### src/rtl/binary_code_pkg.sv
// Shared types for the 8-line binary encoder/decoder pair.
// Line count, code width, code type and encoder FSM states.
package binary_code_pkg;

   localparam int N_LINES = 8;
   localparam int CODE_W  = 3;

   typedef logic [CODE_W-1:0]  code_t;
   typedef logic [N_LINES-1:0] lines_t;

   typedef enum logic [1:0] {
      IDLE,
      HOLD,
      WAIT_RELEASE
   } enc_state_t;

   // True when more than one bit is set: clearing the lowest set bit leaves a residue.
   function automatic logic multi_hot(input lines_t v);
      return (v & (v - lines_t'(1))) != '0;
   endfunction

endpackage

### src/rtl/input_synchronizer.sv
// Per-bit flop chain that brings asynchronous request lines into the clk domain.
// Asynchronous active-low clear empties every stage.
module input_synchronizer #(
   parameter int WIDTH  = 8,
   parameter int STAGES = 2
) (
   input  logic             clk,
   input  logic             reset_n,
   input  logic [WIDTH-1:0] i_d,
   output logic [WIDTH-1:0] o_q
);

   logic [WIDTH-1:0] r_chain [STAGES];

   always_ff @(posedge clk or negedge reset_n) begin
      if (!reset_n) begin
         for (int s = 0; s < STAGES; s++) begin
            r_chain[s] <= '0;
         end
      end else begin
         r_chain[0] <= i_d;
         for (int s = 1; s < STAGES; s++) begin
            r_chain[s] <= r_chain[s-1];
         end
      end
   end

   assign o_q = r_chain[STAGES-1];

endmodule

### src/rtl/priority_encoder8.sv
// 8-to-3 priority encoder with synchronised inputs and a held, acked event per press.
// One capture per press; the line set must fully release before the next capture.
module priority_encoder8
   import binary_code_pkg::*;
#(
   parameter int SYNC_STAGES  = 2,
   parameter bit LSB_PRIORITY = 1'b0
) (
   input  logic               clk,
   input  logic               reset_n,
   input  logic [N_LINES-1:0] y,
   input  logic               ack,
   output logic [CODE_W-1:0]  d,
   output logic               valid,
   output logic               multi
);

   lines_t     w_y_s;
   logic       w_any;
   logic       w_many;
   code_t      w_code;

   enc_state_t r_state;
   code_t      r_d;
   logic       r_valid;
   logic       r_multi;

   function automatic code_t encode(input lines_t v, input bit lsb_first);
      code_t c;
      c = '0;
      // Last hit in scan order wins, so scan toward the preferred end.
      if (lsb_first) begin
         for (int i = N_LINES - 1; i >= 0; i--) begin
            if (v[i]) c = code_t'(i);
         end
      end else begin
         for (int i = 0; i < N_LINES; i++) begin
            if (v[i]) c = code_t'(i);
         end
      end
      return c;
   endfunction

   input_synchronizer #(
      .WIDTH  (N_LINES),
      .STAGES (SYNC_STAGES)
   ) u_sync (
      .clk     (clk),
      .reset_n (reset_n),
      .i_d     (y),
      .o_q     (w_y_s)
   );

   assign w_any  = |w_y_s;
   assign w_many = multi_hot(w_y_s);
   assign w_code = encode(w_y_s, LSB_PRIORITY);

   always_ff @(posedge clk or negedge reset_n) begin
      if (!reset_n) begin
         r_state <= IDLE;
         r_d     <= '0;
         r_valid <= 1'b0;
         r_multi <= 1'b0;
      end else begin
         case (r_state)
            IDLE: begin
               if (w_any) begin
                  r_d     <= w_code;
                  r_multi <= w_many;
                  r_valid <= 1'b1;
                  r_state <= HOLD;
               end
            end
            HOLD: begin
               if (ack) begin
                  r_valid <= 1'b0;
                  r_state <= WAIT_RELEASE;
               end
            end
            WAIT_RELEASE: begin
               if (!w_any) begin
                  r_state <= IDLE;
               end
            end
            default: begin
               r_valid <= 1'b0;
               r_state <= IDLE;
            end
         endcase
      end
   end

   assign d     = r_d;
   assign valid = r_valid;
   assign multi = r_multi;

endmodule

### config.mk
export PLATFORM = sky130hd
export DESIGN_NAME = priority_encoder8
export DESIGN_NICKNAME = d
export VERILOG_FILES = /design/src/rtl/binary_code_pkg.sv /design/src/rtl/input_synchronizer.sv /design/src/rtl/priority_encoder8.sv
export SDC_FILE = /design/constraint.sdc
export NUM_CORES = 1
export LEC_CHECK = 0
export CORE_MARGIN = 10
export CORE_UTILIZATION = 45
export DETAILED_ROUTE_END_ITERATION = 7
export GPL_TIMING_DRIVEN = 0
export HOLD_SLACK_MARGIN = 0.1
export PLACE_DENSITY = 0.7
export SYNTH_ARGS = -nofsm -noshare
export SYNTH_HDL_FRONTEND = slang
export SYNTH_HIERARCHICAL = 1
export SYNTH_SLANG_ARGS = --single-unit
export TNS_END_PERCENT = 100
### constraint.sdc
create_clock -name clk -period 2.02 [get_ports clk]
set_input_delay 0.404 -clock clk [delete_from_list [all_inputs] [get_ports clk]]
set_output_delay 0.404 -clock clk [all_outputs]
set_load 0.1 [all_outputs]
======== Word level (Yosys, flattened, before mapping) ========
Index checks and enable logic that the tools add are counted.
word-level totals
  flip-flop bits (word level) ............. 23
  input port bits ......................... 11
  output and inout port bits .............. 5
operators by class
  $add $sub $neg .......................... 1
  equality and inequality tests ........... 5
  muxes and demuxes ....................... 14
  bitwise gates (word level) .............. 2
  reductions and logical operators ........ 6
operators with widths
  operator               count
  $mux W3                6
  $and A8 B8 Y8          1
  $reduce_bool A8 Y1     1
  $reduce_or A8 Y1       1
  $sub A8 B1 Y8 const B  1
  $mux W2                3
  $ne A2 B2 Y1 const B   3
  $pmux W2 S3            1
  $reduce_and A3 Y1      2
  $mux W1                3
  $pmux W1 S3            1
  $eq A2 B1 Y1 const B   1
  $eq A2 B2 Y1 const B   1
  $logic_not A2 Y1       1
  $reduce_and A2 Y1      1
  $not A1 Y1             1

======== Depth between registers and ports, before layout ========
  depth after elaboration ................. 7
  depth in mapped cells ................... 5
  mapped depth without buffers ............ 4

======== Cells and area by module ========
The synthesis kept the hierarchy.
by module, submodules not included
  module              times used  cells each  area an instance (um^2)  sequential area each (um^2)
  input_synchronizer  1           24          460.4                    400.4
  priority_encoder8   1           43          395.4                    175.2

======== Least setup slack after synthesis ========
OpenSTA, ideal clock, no wires.
  path type ............................... reg2reg
  start ................................... register u_sync.r_chain, in the netlist u_sync/o_q[1]
  end ..................................... register r_multi (netlist: multi)
  setup time .............................. 0.141 ns
  arrival ................................. 1.585 ns
  required time ........................... 1.879 ns
  path slack .............................. 0.294 ns
  stages on the path, launching flop included .. 6
  buffers on the path ..................... 1
  period minus slack after synthesis ...... 1.726 ns
  cell sequence ........................... dfrtp_1 > buf_4 > or4_4 > a2111oi_2 > o32a_2 > a21oi_2
between the ends
  longest elaborated chain between the ends .. 3
  elaborated cells between the ends (all ways) .. 5
  those cells by class .................... add/sub (1); bitwise (1); reduce/logical (3)
ends and longest elaborated chain
  item                               RTL line                  RTL
  from (decl)                        input_synchronizer.sv:13  logic [WIDTH-1:0] r_chain [STAGES];
  from (signal, indexed assignment)  input_synchronizer.sv:23  r_chain[s] <= r_chain[s-1];
  $sub A8 B1 Y8                      binary_code_pkg.sv:19     return (v & (v - lines_t'(1))) != '0;
  $and A8 B8 Y8                      binary_code_pkg.sv:19
  $reduce_bool A8 Y1                 binary_code_pkg.sv:19
  to (signal assigned)               priority_encoder8.sv:69   r_multi <= w_many;
  to (decl)                          priority_encoder8.sv:26   logic r_multi;
Parallel ways exist; a longest one is shown, timed or not.
A chain may end at the register's enable or synchronous reset.

======== Worst setup path after layout ========
  start ................................... register r_multi (netlist: multi)
  end ..................................... output port multi
RTL lines
  item       RTL line                 RTL
  to (decl)  priority_encoder8.sv:15  output logic multi
No word-level cell between the ends.

==> results.yml <==
drt:
  dr_total_vias: 527
  wl_met2_um: 556
  dr.pass1.iters: 4
  wl_per_cell_um: 11.1
  avgViaCountPerCell: 4.75
  route.detailed.drc: 0
  top_layer: "met4"
  wl_met1_um: 591
  final_antenna_net_count: 0
  routed-wl-met3_um: 78
  drt-total-wl_um: 1240
  drtIter0Drc: 10
finish:
  area_delta_synth_final_pct: 23.5
  filler_cell_count: 157
  fin_nets: 98
  antennaDiodeCount: 0
  fin_cells: 111
  drive_above_1_share_pct: 17.4
die:
  rows: 15
  core_area_mm2: 0.00176
  ios: 16
  die-area_mm2: 0.00405
  die_x_um: 63.6
  initial_core_util_pct: 48.5
  die_h_um: 63.6
sta:
  tns_ps: 0
  rsz0062_at_grt: "false"
  hold_violations: 0
  skew_ps: 8.42
  worst_pin_slew_ps: 968
  finalCritPeriodShare_pct: 95.1
  fmax_mhz: 521
  layout_min_cycle_time_ps: 1920
  whs_ps: 360
  max_slew_margin_pct: 35.3
  setup_viol: 0
  maxSlewViolCount: 0
setup_path:
  worstRegToRegCells: 5
  rr_startpoint: "u_sync/o_q[1]$_DFF_PN0_"
  required_ps: 1620
  critPathBufInv: 1
  path_class: "reg -> out"
  critPathMaxFanout: 2
  start_kind: "register"
  r2r_end: "multi$_DFFE_PN0P_"
  r2r_setup_slack_ps: 190
  arrival_ps: 1520
  path_cells: "dlygate4sd2_1"
  crit_path_max_incr_delay_ps: 860
  cp_slowest_cell: "dlygate4sd2_1"
  endpoint_kind: "output port"
  path_delay_family: "buffers and inverters"
clock_network:
  post_cts_buffers: 0
  ctsRootBufferMaster: "clkbuf_4"
  cts_num_sinks: 23
  numCtsBuffers: 3
  path_clk_slew_ps: 120
  ctsResizeCount: 5
  cts_tree: "built"
  htreeDepth: 1
  cts_hold_buf: 0
  clk_path_buf_depth: 2
  insertion_delay_ps: 300
outcome:
  status: "finished clean"
job:
  maxCapViolCount: 0
grt:
  grt_pass1_vias: 514
  grt_pass1_wl_um: 2080
  antenna_found_initial: 0
  grt_usage_pct: 6.34
  grt_max_degree: 24
  grt-ovfl-total: 0
placement:
  hpwlAfterDp_um: 932
  globalplace.congestion: 0.938
  port_buffers: 15
  place_inst: 107
pwr:
  powerDensity_mw_per_mm2: 1230
  peakVddDrop_uv: 577
  leakage_uw: 0.000452
worst_hold_path:
  whs_path_depth: 0
  worstHoldStart: "u_sync/r_chain[12]$_DFF_PN0_"
  hold_path_class: "reg -> reg"
  holdPathEnd: "u_sync/o_q[4]$_DFF_PN0_"
synth:
  syn_area_um2: 856
  ys_ff_latch: 23
  yosysWarnings: 6
  syn_nets: 78
  synthCells: 67
  synth-seq-area-share_pct: 67.3
  avgSynthCellArea_um2: 12.8
  synth.distinct_cells: 23
==> per-layer routing <==
layer	vias to the layer above	GRT usage (%)
li1	263	-
met2	14	10.3
met1	248	6.56
met5	-	0
met4	0	3.01
met3	2	3.36
==> sequential cells by signal (all words and copies together) (netlist names) <==
signal / count
multi: 1
u_sync/o_q: 8
r_state: 2
valid: 1
d: 3
u_sync/r_chain: 8
==> final cells by class <==
class / count / area [um^2] / share of cell area [%]
flip-flops and latches: 23 / 576 / 54.4
multi-input cells: 34 / 213 / 20.1
repair buffers: 15 / 144 / 13.6
plain buffers: 8 / 60.1 / 5.68
well taps: 25 / 31.3 / 2.96
clock buffers: 4 / 26.3 / 2.49
inverters: 2 / 7.51 / 0.710
==> worst register-to-register path: stages (launching register included) <==
cell	delay, ps
dfrtp_1	380
buf_4	140
or4_4	540
a2111oi_0	390
o32a_2	220
a21oi_2	50
==> worst max-delay path by stage <==
stage | cells past startpoint | end | from | slack [ps]
after floorplan | 5 | multi$_DFFE_PN0P_ | u_sync/o_q[1]$_DFF_PN0_ | 290
after global placement | 1 | d[2] | d[2]$_DFFE_PN0P_ | 150
after detailed placement | 1 | d[1] | d[1]$_DFFE_PN0P_ | 150
after CTS | 1 | d[2] | d[2]$_DFFE_PN0P_ | 80
after global routing | 1 | d[0] | d[0]$_DFFE_PN0P_ | 30
final | 1 | multi | multi$_DFFE_PN0P_ | 100
==> cell usage in the layout, fill, tap and decap left out, types with 2 or more instances in the layout <==
master           netlist  layout
nor4_1                 2       2
inv_1                  2       2
dlygate4sd2_1          0       5
o21ai_0                4       4
a21oi_1                2       2
a21o_1                 2       2
clkdlybuf4s50_1        0      10
dfrtp_1               23      23
nor2_1                 7       7
nand2_1                2       2
a31oi_1                2       2
clkbuf_4               0       3
buf_4                  8       8
==> cell usage after synthesis <==
library cell | count | share of area [%]
or2_1 | 1 | 0.73
or4_4 | 1 | 1.3
nor3_1 | 1 | 0.58
a21oi_1 | 2 | 1.2
nand2_1 | 2 | 0.88
a31oi_1 | 2 | 1.5
nor4_1 | 2 | 1.5
buf_4 | 8 | 7.0
o21ai_1 | 1 | 0.58
o21ai_0 | 4 | 2.3
maj3_1 | 1 | 1.2
nand2b_1 | 1 | 0.73
a21o_1 | 2 | 1.8
o21bai_1 | 1 | 0.88
nor2_1 | 7 | 3.1
a2111oi_2 | 1 | 1.8
nand3b_1 | 1 | 0.88
a21oi_2 | 1 | 1.0
and3_1 | 1 | 0.73
dfrtp_1 | 23 | 67
inv_1 | 2 | 0.88
o32a_2 | 1 | 1.3
a2111oi_0 | 1 | 1.0
==> cell families (layout without fill, tap and decap cells) <==
| family | after synthesis | after routing | synth area share (%) |
|---|---|---|---|
| simple gates | 17 | 17 | 10.4 |
| buf+inv | 10 | 29 | 7.90 |
| flops | 23 | 23 | 67.3 |
| fa+ha+maj | 1 | 1 | 1.17 |
| compound gates | 16 | 16 | 13.3 |
==> report_power, final <==
group | internal [uW] | switching, uW
logic | 124 | 403
clock network | 76.8 | 125
registers | 536 | 39.9
total | 736 | 568
==> metrics by stage <==
stage	cell area, um^2	worst slack (ps)	util (%)	total power, uW
2_1_floorplan	856	294	-	1010
3_3_place_gp	1040	153	58.8	1140
3_5_place_dp	1040	149	58.8	1150
4_1_cts	1060	84.6	59.9	1320
5_1_grt	1060	32.6	59.9	1380
6_report	1060	99.0	59.9	1300
Power figures use the tool's default switching activity.
